===== config.mk =====
export PLATFORM = sky130hd
export DESIGN_NAME = frame_pattern_gen
export DESIGN_NICKNAME = d
export VERILOG_FILES = /design/src/rtl/frame_pattern_gen.sv
export SDC_FILE = /design/constraint.sdc
export NUM_CORES = 1
export LEC_CHECK = 0
export ABC_AREA = 1
export CAP_MARGIN = 20
export CORE_AREA = 2 2 80 74
export CTS_CLUSTER_DIAMETER = 30
export DETAILED_ROUTE_END_ITERATION = 8
export DIE_AREA = 0 0 82 76
export GPL_TIMING_DRIVEN = 0
export PLACE_DENSITY = 0.69
export SKIP_LAST_GASP = 1
export SLEW_MARGIN = 25
export SYNTH_ARGS = -nofsm -noshare
export SYNTH_HDL_FRONTEND = slang
export SYNTH_SLANG_ARGS = --single-unit

===== constraint.sdc =====
create_clock -name clk -period 4.2 [get_ports clk]
set_input_delay 1.26 -clock clk [delete_from_list [all_inputs] [get_ports clk]]
set_output_delay 1.26 -clock clk [all_outputs]
set_load 0.01 [all_outputs]

===== src/rtl/frame_pattern_gen.sv =====
// frame_pattern_gen: walks every page/column byte of the frame buffer once per start, emitting an animated pattern.
// Define FRAME_OVERRUN_CNT_EN to count (saturating) cycles where start arrives while a frame is in flight.
module frame_pattern_gen #(
  parameter int COLS   = 128,
  parameter int PAGES  = 8,
  parameter int ADDR_W = 10,
  parameter int STRIDE = 16
) (
  input  logic              clk,
  input  logic              rst_n,
  input  logic              start_i,
  input  logic [1:0]        mode_i,
  input  logic              wr_ready_i,
  output logic [ADDR_W-1:0] addr_o,
  output logic [7:0]        data_o,
  output logic              write_o,
  output logic              busy_o,
  output logic              frame_done_o,
  output logic [7:0]        overrun_cnt_o
);
  localparam int CW = $clog2(COLS);
  localparam int PW = $clog2(PAGES);
  localparam logic [CW-1:0] COL_MAX  = CW'(COLS - 1);
  localparam logic [PW-1:0] PAGE_MAX = PW'(PAGES - 1);
  typedef enum logic [1:0] {IDLE, RUN, DONE} state_e;
  state_e state_q, state_d;
  logic [CW-1:0] col_q, col_d, phase_q, phase_d, rain_col;
  logic [PW-1:0] page_q, page_d;
  logic [1:0] mode_q, mode_d;
  logic accept, xfer, col_wrap, hit;
  assign accept   = state_q == IDLE && start_i;
  assign xfer     = state_q == RUN && wr_ready_i;
  assign col_wrap = col_q == COL_MAX;

  always_ff @(posedge clk or negedge rst_n) begin
    if (!rst_n) begin
      state_q <= IDLE;
      col_q   <= '0;
      page_q  <= '0;
      phase_q <= '0;
      mode_q  <= '0;
    end else begin
      state_q <= state_d;
      col_q   <= col_d;
      page_q  <= page_d;
      phase_q <= phase_d;
      mode_q  <= mode_d;
    end
  end

  always_comb begin
    state_d = accept ? RUN
            : (xfer && col_wrap && page_q == PAGE_MAX) ? DONE
            : state_q == DONE ? IDLE : state_q;
    mode_d  = accept ? mode_i : mode_q;
    col_d   = accept ? '0 : !xfer ? col_q : col_wrap ? '0 : col_q + 1'b1;
    page_d  = accept ? '0 : !(xfer && col_wrap) ? page_q
            : page_q == PAGE_MAX ? '0 : page_q + 1'b1;
    // interference mode scrolls the opposite way to the others
    phase_d = state_q != DONE ? phase_q
            : mode_q == 2'd2 ? (phase_q == '0 ? COL_MAX : phase_q - 1'b1)
            : (phase_q == COL_MAX ? '0 : phase_q + 1'b1);
  end

  always_comb begin
    rain_col     = phase_q + CW'(32'(page_q) * 32'(STRIDE));
    hit          = mode_q == 2'd0 ? col_q == phase_q
                 : mode_q == 2'd1 ? col_q == rain_col
                 : mode_q == 2'd2 ? (5'(col_q) * 5'(page_q) + 5'(phase_q)) >= 5'd16
                 : col_q[3] ^ page_q[0] ^ phase_q[0];
    write_o      = state_q == RUN;
    busy_o       = state_q != IDLE;
    frame_done_o = state_q == DONE;
    addr_o       = ADDR_W'({page_q, col_q});
    data_o       = write_o && hit ? 8'hFF : 8'h00;
  end

`ifdef FRAME_OVERRUN_CNT_EN
  logic [7:0] ovr_q, ovr_d;
  assign ovr_d = (start_i && busy_o && ovr_q != 8'hFF) ? ovr_q + 8'd1 : ovr_q;
  always_ff @(posedge clk or negedge rst_n) begin
    if (!rst_n) ovr_q <= '0;
    else ovr_q <= ovr_d;
  end
  assign overrun_cnt_o = ovr_q;
`else
  assign overrun_cnt_o = 8'h00;
`endif
endmodule


Word level (Yosys, flattened, before mapping)
Index checks and enable logic that the tools add are counted.
{ "word_totals": {"inputBits": 6, "reg_bits": 21, "rom_bits": 0, "latchBits": 0, "memories": 0, "output_inout_bits": 29, "ram_bits": 0} }
{ "op_classes": {"n_addsub": 6, "div_mod_pow": 0, "bitwise": 2, "n_lt_le_gt_ge": 1, "shift": 0, "mul": 1, "n_reduce_logical": 12, "muxes": 16, "eq_ne": 10} }
{ "op_table": {"columns": ["operator", "count"], "rows": [
  ["$mux W7", 6],
  ["$add A7 B1 Y7 const B", 2],
  ["$eq A7 B7 Y1", 2],
  ["$eq A7 B7 Y1 const B", 2],
  ["$mux W3", 3],
  ["$mux W8", 1],
  ["$add A7 B7 Y7", 1],
  ["$logic_not A7 Y1", 1],
  ["$sub A7 B1 Y7 const B", 1],
  ["$mux W2", 3],
  ["$reduce_bool A2 Y1", 3],
  ["$add A5 B5 Y5", 1],
  ["$ge A5 B5 Y1 const B", 1],
  ["$logic_and A1 B1 Y1", 5],
  ["$mul A5 B3 Y5", 1],
  ["$eq A2 B1 Y1 const B", 2],
  ["$eq A2 B2 Y1 const B", 2],
  ["$logic_not A2 Y1", 2],
  ["$add A3 B1 Y3 const B", 1],
  ["$eq A3 B3 Y1 const B", 1],
  ["$mux W1", 3],
  ["$reduce_bool A3 Y1", 1],
  ["$ne A2 B2 Y1 const B", 1],
  ["$xor A1 B1 Y1", 2]
]} }

Depth between registers and ports, before layout
Gate-level depths: netlist of run 1.
{ "depth": {"word_depth": 8, "mapped_depth": 17, "mapped_depth_nobuf": 15} }

Least setup slack after synthesis of run 1
OpenSTA, ideal clock, no wires.
{ "synth_path": {"kind": "register to output", "start": "register page_q[0]", "end": "output port data_o[1]", "path_buffers": 1, "stages_incl_launch_ff": 14, "t_required_ns": 2.940, "setup_slack_ns": -0.227, "arrival_time_ns": 3.167, "path_cell_list": "dfrtp_1 > ha_1 > fa_1 > inv_1 > fa_1 > inv_1 > ha_1 > nand2_1 > o21ai_0 > nand3_1 > nand3_1 > nand2_1 > a21oi_1 > buf_4"} }
{ "synth_via": {"elab_chain_cells": 8, "elab_cells_between_ends": 12, "classes_between": "add/sub: 2; mul: 1; order compare: 1; eq/ne: 1; mux: 4; bitwise: 2; reduce/logical: 1"} }
{ "synth_lines": {"columns": ["item", "line_no", "text"], "rows": [
  ["start: declaration", "28", "logic [PW-1:0] page_q, page_d;"],
  ["start signal: assignment", "45", "page_q <= page_d;"],
  ["$mul A5 B3 Y5", "69", ": mode_q == 2'd2 ? (5'(col_q) * 5'(page_q) + 5'(phase_q)) >= 5'd16"],
  ["$add A5 B5 Y5", "69", null],
  ["$ge A5 B5 Y1", "69", null],
  ["$mux W1", "69", null],
  ["$mux W1 *", "68", ": mode_q == 2'd1 ? col_q == rain_col"],
  ["$mux W1 *", "67", "hit = mode_q == 2'd0 ? col_q == phase_q"],
  ["$logic_and A1 B1 Y1 *", "75", "data_o = write_o && hit ? 8'hFF : 8'h00;"],
  ["$mux W8 *", "75", null],
  ["end: declaration", "15", "output logic [7:0] data_o,"]
]} }
Every way passes the cells marked *; elsewhere a longest branch is shown, timed or not.

Worst setup path after layout of run 1
{ "layout_path": {"start": "register page_q[0]", "end": "output port data_o[2]"} }
Same word-level chain as after synthesis.

==> flow_summary.yaml, run 1 <==
status:
  status: "finished with violations"
  violations: "setup timing"
floorplan:
  core_um2: 5470
  die_x_um: 82
  die_area_um2: 6230
  io_pins: 35
  num_rows: 26
  start_util_pct: 36.4
  die_h_um: 76
synthesis:
  synthDominantCellAreaShare_pct: 26.4
  synthCells: 264
  synth_top_area_cell: "dfrtp_1"
  postSynth.asyncResetShare_pct: 100
  syn_area_um2: 1990
  synth_area_leaders: "dfrtp_1, nand2_1, ha_1, buf_4, inv_1"
  ys_seq_elements: 21
  avgSynthCellArea_um2: 7.54
  synthFlopType: "dfrtp_1"
  ys_types: 39
  synth_edf_count: 0
  seq_area_frac_synth_pct: 26.4
  yosysWarnings: 0
grt:
  grt_pass1_wl_mm: 8.61
  overflow: 0
  grt_util_all_layers_pct: 17.6
  grt_antenna_before_repair: 0
  grt_max_degree: 22
  grt_pass1_vias: 1843
cts:
  cts_tree: "yes"
  clock_sinks: 21
  h-tree-depth: 1
  cts_buffers: 3
  cts-root-buf: "clkbuf_8"
  ctsLongestPathBuffers: 2
  clkLatencyLatePin_ns: 0.27
  clkSlewWorstSetupHoldPaths_ns: 0.09
place:
  place_inst: 367
  gp_congestion: 0.809
  portBuffers: 26
  pre_cts_ws_ns: -0.752
  dp_hpwl_mm: 3.53
worst_setup_path:
  r2r_start: "page_q[0]"
  worstPathMaxFanout: 4
  cp-start-kind: "flop"
  crit_path_start: "page_q[0]"
  cp-end-kind: "output port"
  path_class: "reg2out"
  arrival_ns: 3.21
  cp.required_ns: 2.94
route:
  wire_per_inst_um: 13.0
  vias: 1845
  dr.pass1.iters: 4
  via_per_inst: 4.80
  antenna_left: 0
  route.detailed.drc: 0
  routed_wl_mm: 5.00
  first_iter_violations: 67
cells_and_area:
  final_layout_size_suffix_gt1_share_pct: 27.7
  area_growth_pct: 31.5
  n_fill_cell: 543
  diodes: 0
  fin_util_pct: 47.9
  layout.nets: 338
  final_common_cell: "nand2_1"
  stdcell_count: 384
  layout_common_cells: "nand2_1, inv_1, buf_6"
sta:
  min_period_ns: 4.47
  hold_viol_final: 0
  fin_skew_ns: 0.0107
  setup_violations: 8
  fin_ws_ns: -0.271
  fin_setup_tns_ns: -2.04
  fin_crit_sh_pct: 106
  clock.fmax_mhz: 224
  finalMaxSlewViolations: 0
  rsz0062_at_grt: "true"
pwr:
  irDropWorstVdd_v: 0.000247
  p_leak_uw: 0.00126
  power.density_nw_per_um2: 382
  total_power_uw: 999
run:
  maxCapViolations: 0
worst_hold_path:
  min_path_type: "reg2reg"
  min-delay-start: "state_q[0]"
## per-stage QoR
step,hold slack [ns],area [um2]
after floorplan,0.500,2030
after global placement,0.518,2380
after detailed placement,0.525,2380
after CTS,0.543,2620
after global routing,0.567,2620
final,0.541,2620
## synthesized netlist by cell type (all sizes together) (2+ instances only)
cell and number:
nand2 58, inv 42, nor2 23, dfrtp 21, nand3 20, buf 19, o21ai 15, ha 12
a21oi 9, xor2 9, fa 5, nor3 4, xnor2 4, nand4 3, a211oi 2, a31oi 2
o211ai 2, o22ai 2, or2 2
## worst paths after layout
check                             end  slack, ns  depth (start not counted)
max                         data_o[2]      -0.27                         15
min                        state_q[0]       0.54                          2
max reg2reg                 page_q[0]       2.49                          6
min reg2reg                state_q[0]       0.54                          2
max in group asynchronous    col_q[3]       2.90                          1
min in group asynchronous   mode_q[0]       0.94                          1
## per-layer routing
| layer | track usage (%) | part of all wire [%] | vias up |
|---|---|---|---|
| met2 | 28.4 | 48 | 43 |
| li1 | - | - | 930 |
| met5 | 0 | 0 | - |
| met3 | 2.01 | 3.9 | 12 |
| met1 | 23.9 | 46 | 860 |
| met4 | 6.67 | 2.3 | 0 |
## timing repair
item	in CTS	in global routing
buffers inserted	15	0
endpoints found under the setup margin	8	8
pin swaps	14	1
gates resized for setup	62	2
hold buffers	0	0
## flip-flops by register name, summed over array words and instances, names as in the netlist
signal	flops
mode_q	2
page_q	3
state_q	2
phase_q	7
col_q	7
## cell families after synthesis
logic type                 after synthesis  share of synthesized area (%)
AOI/OAI and AO/OA                       39                           12.6
xor gates and xnor gates                13                           5.72
adders and majority gates               17                           12.6
buffers and inverters                   61                           15.3
DFF                                     21                           26.4
other                                    1                          0.188
and+or+nand+nor                        112                           27.3
## worst max-delay path, cell delays in order, from the launching register on
cell     delay, ns
dfrtp_2       0.46
ha_4          0.17
fa_1          0.50
inv_1         0.05
fa_1          0.49
inv_2         0.05
ha_4          0.27
nand2_2       0.05
o21ai_2       0.13
nand3_1       0.10
nand3_2       0.08
nand2_2       0.07
a21oi_4       0.19
buf_6         0.14
buf_6         0.09
buf_6         0.09
## area by class of cell
type,instances,area [um2],share of cell area [%]
Multi-Input combinational cell,189,1240,47.4
Sequential cell,21,533,20.4
Timing Repair Buffer,40,387,14.8
Buffer,18,165,6.31
Inverter,42,158,6.02
Tap cell,70,87.6,3.35
Clock buffer,3,41.3,1.58
Clock inverter,1,5.00,0.191
## where the power goes
group          internal [uW]  switching, uW
registers                237           51.2
clock network           66.3           71.7
logic                    324            249
total                    627            372
(Power assumes the default switching activity.)
==> inputs of run 2 (changes only) <==
--- a/config.mk
+++ b/config.mk
@@ -9,6 +9,7 @@
 export CAP_MARGIN = 20
 export CORE_AREA = 2 2 80 74
 export CTS_CLUSTER_DIAMETER = 30
+export CTS_CLUSTER_SIZE = 24
 export DETAILED_ROUTE_END_ITERATION = 8
 export DIE_AREA = 0 0 82 76
 export GPL_TIMING_DRIVEN = 0
==> results of run 2 <==
The final DEF is identical to that of run 1; final timing and power are the same.
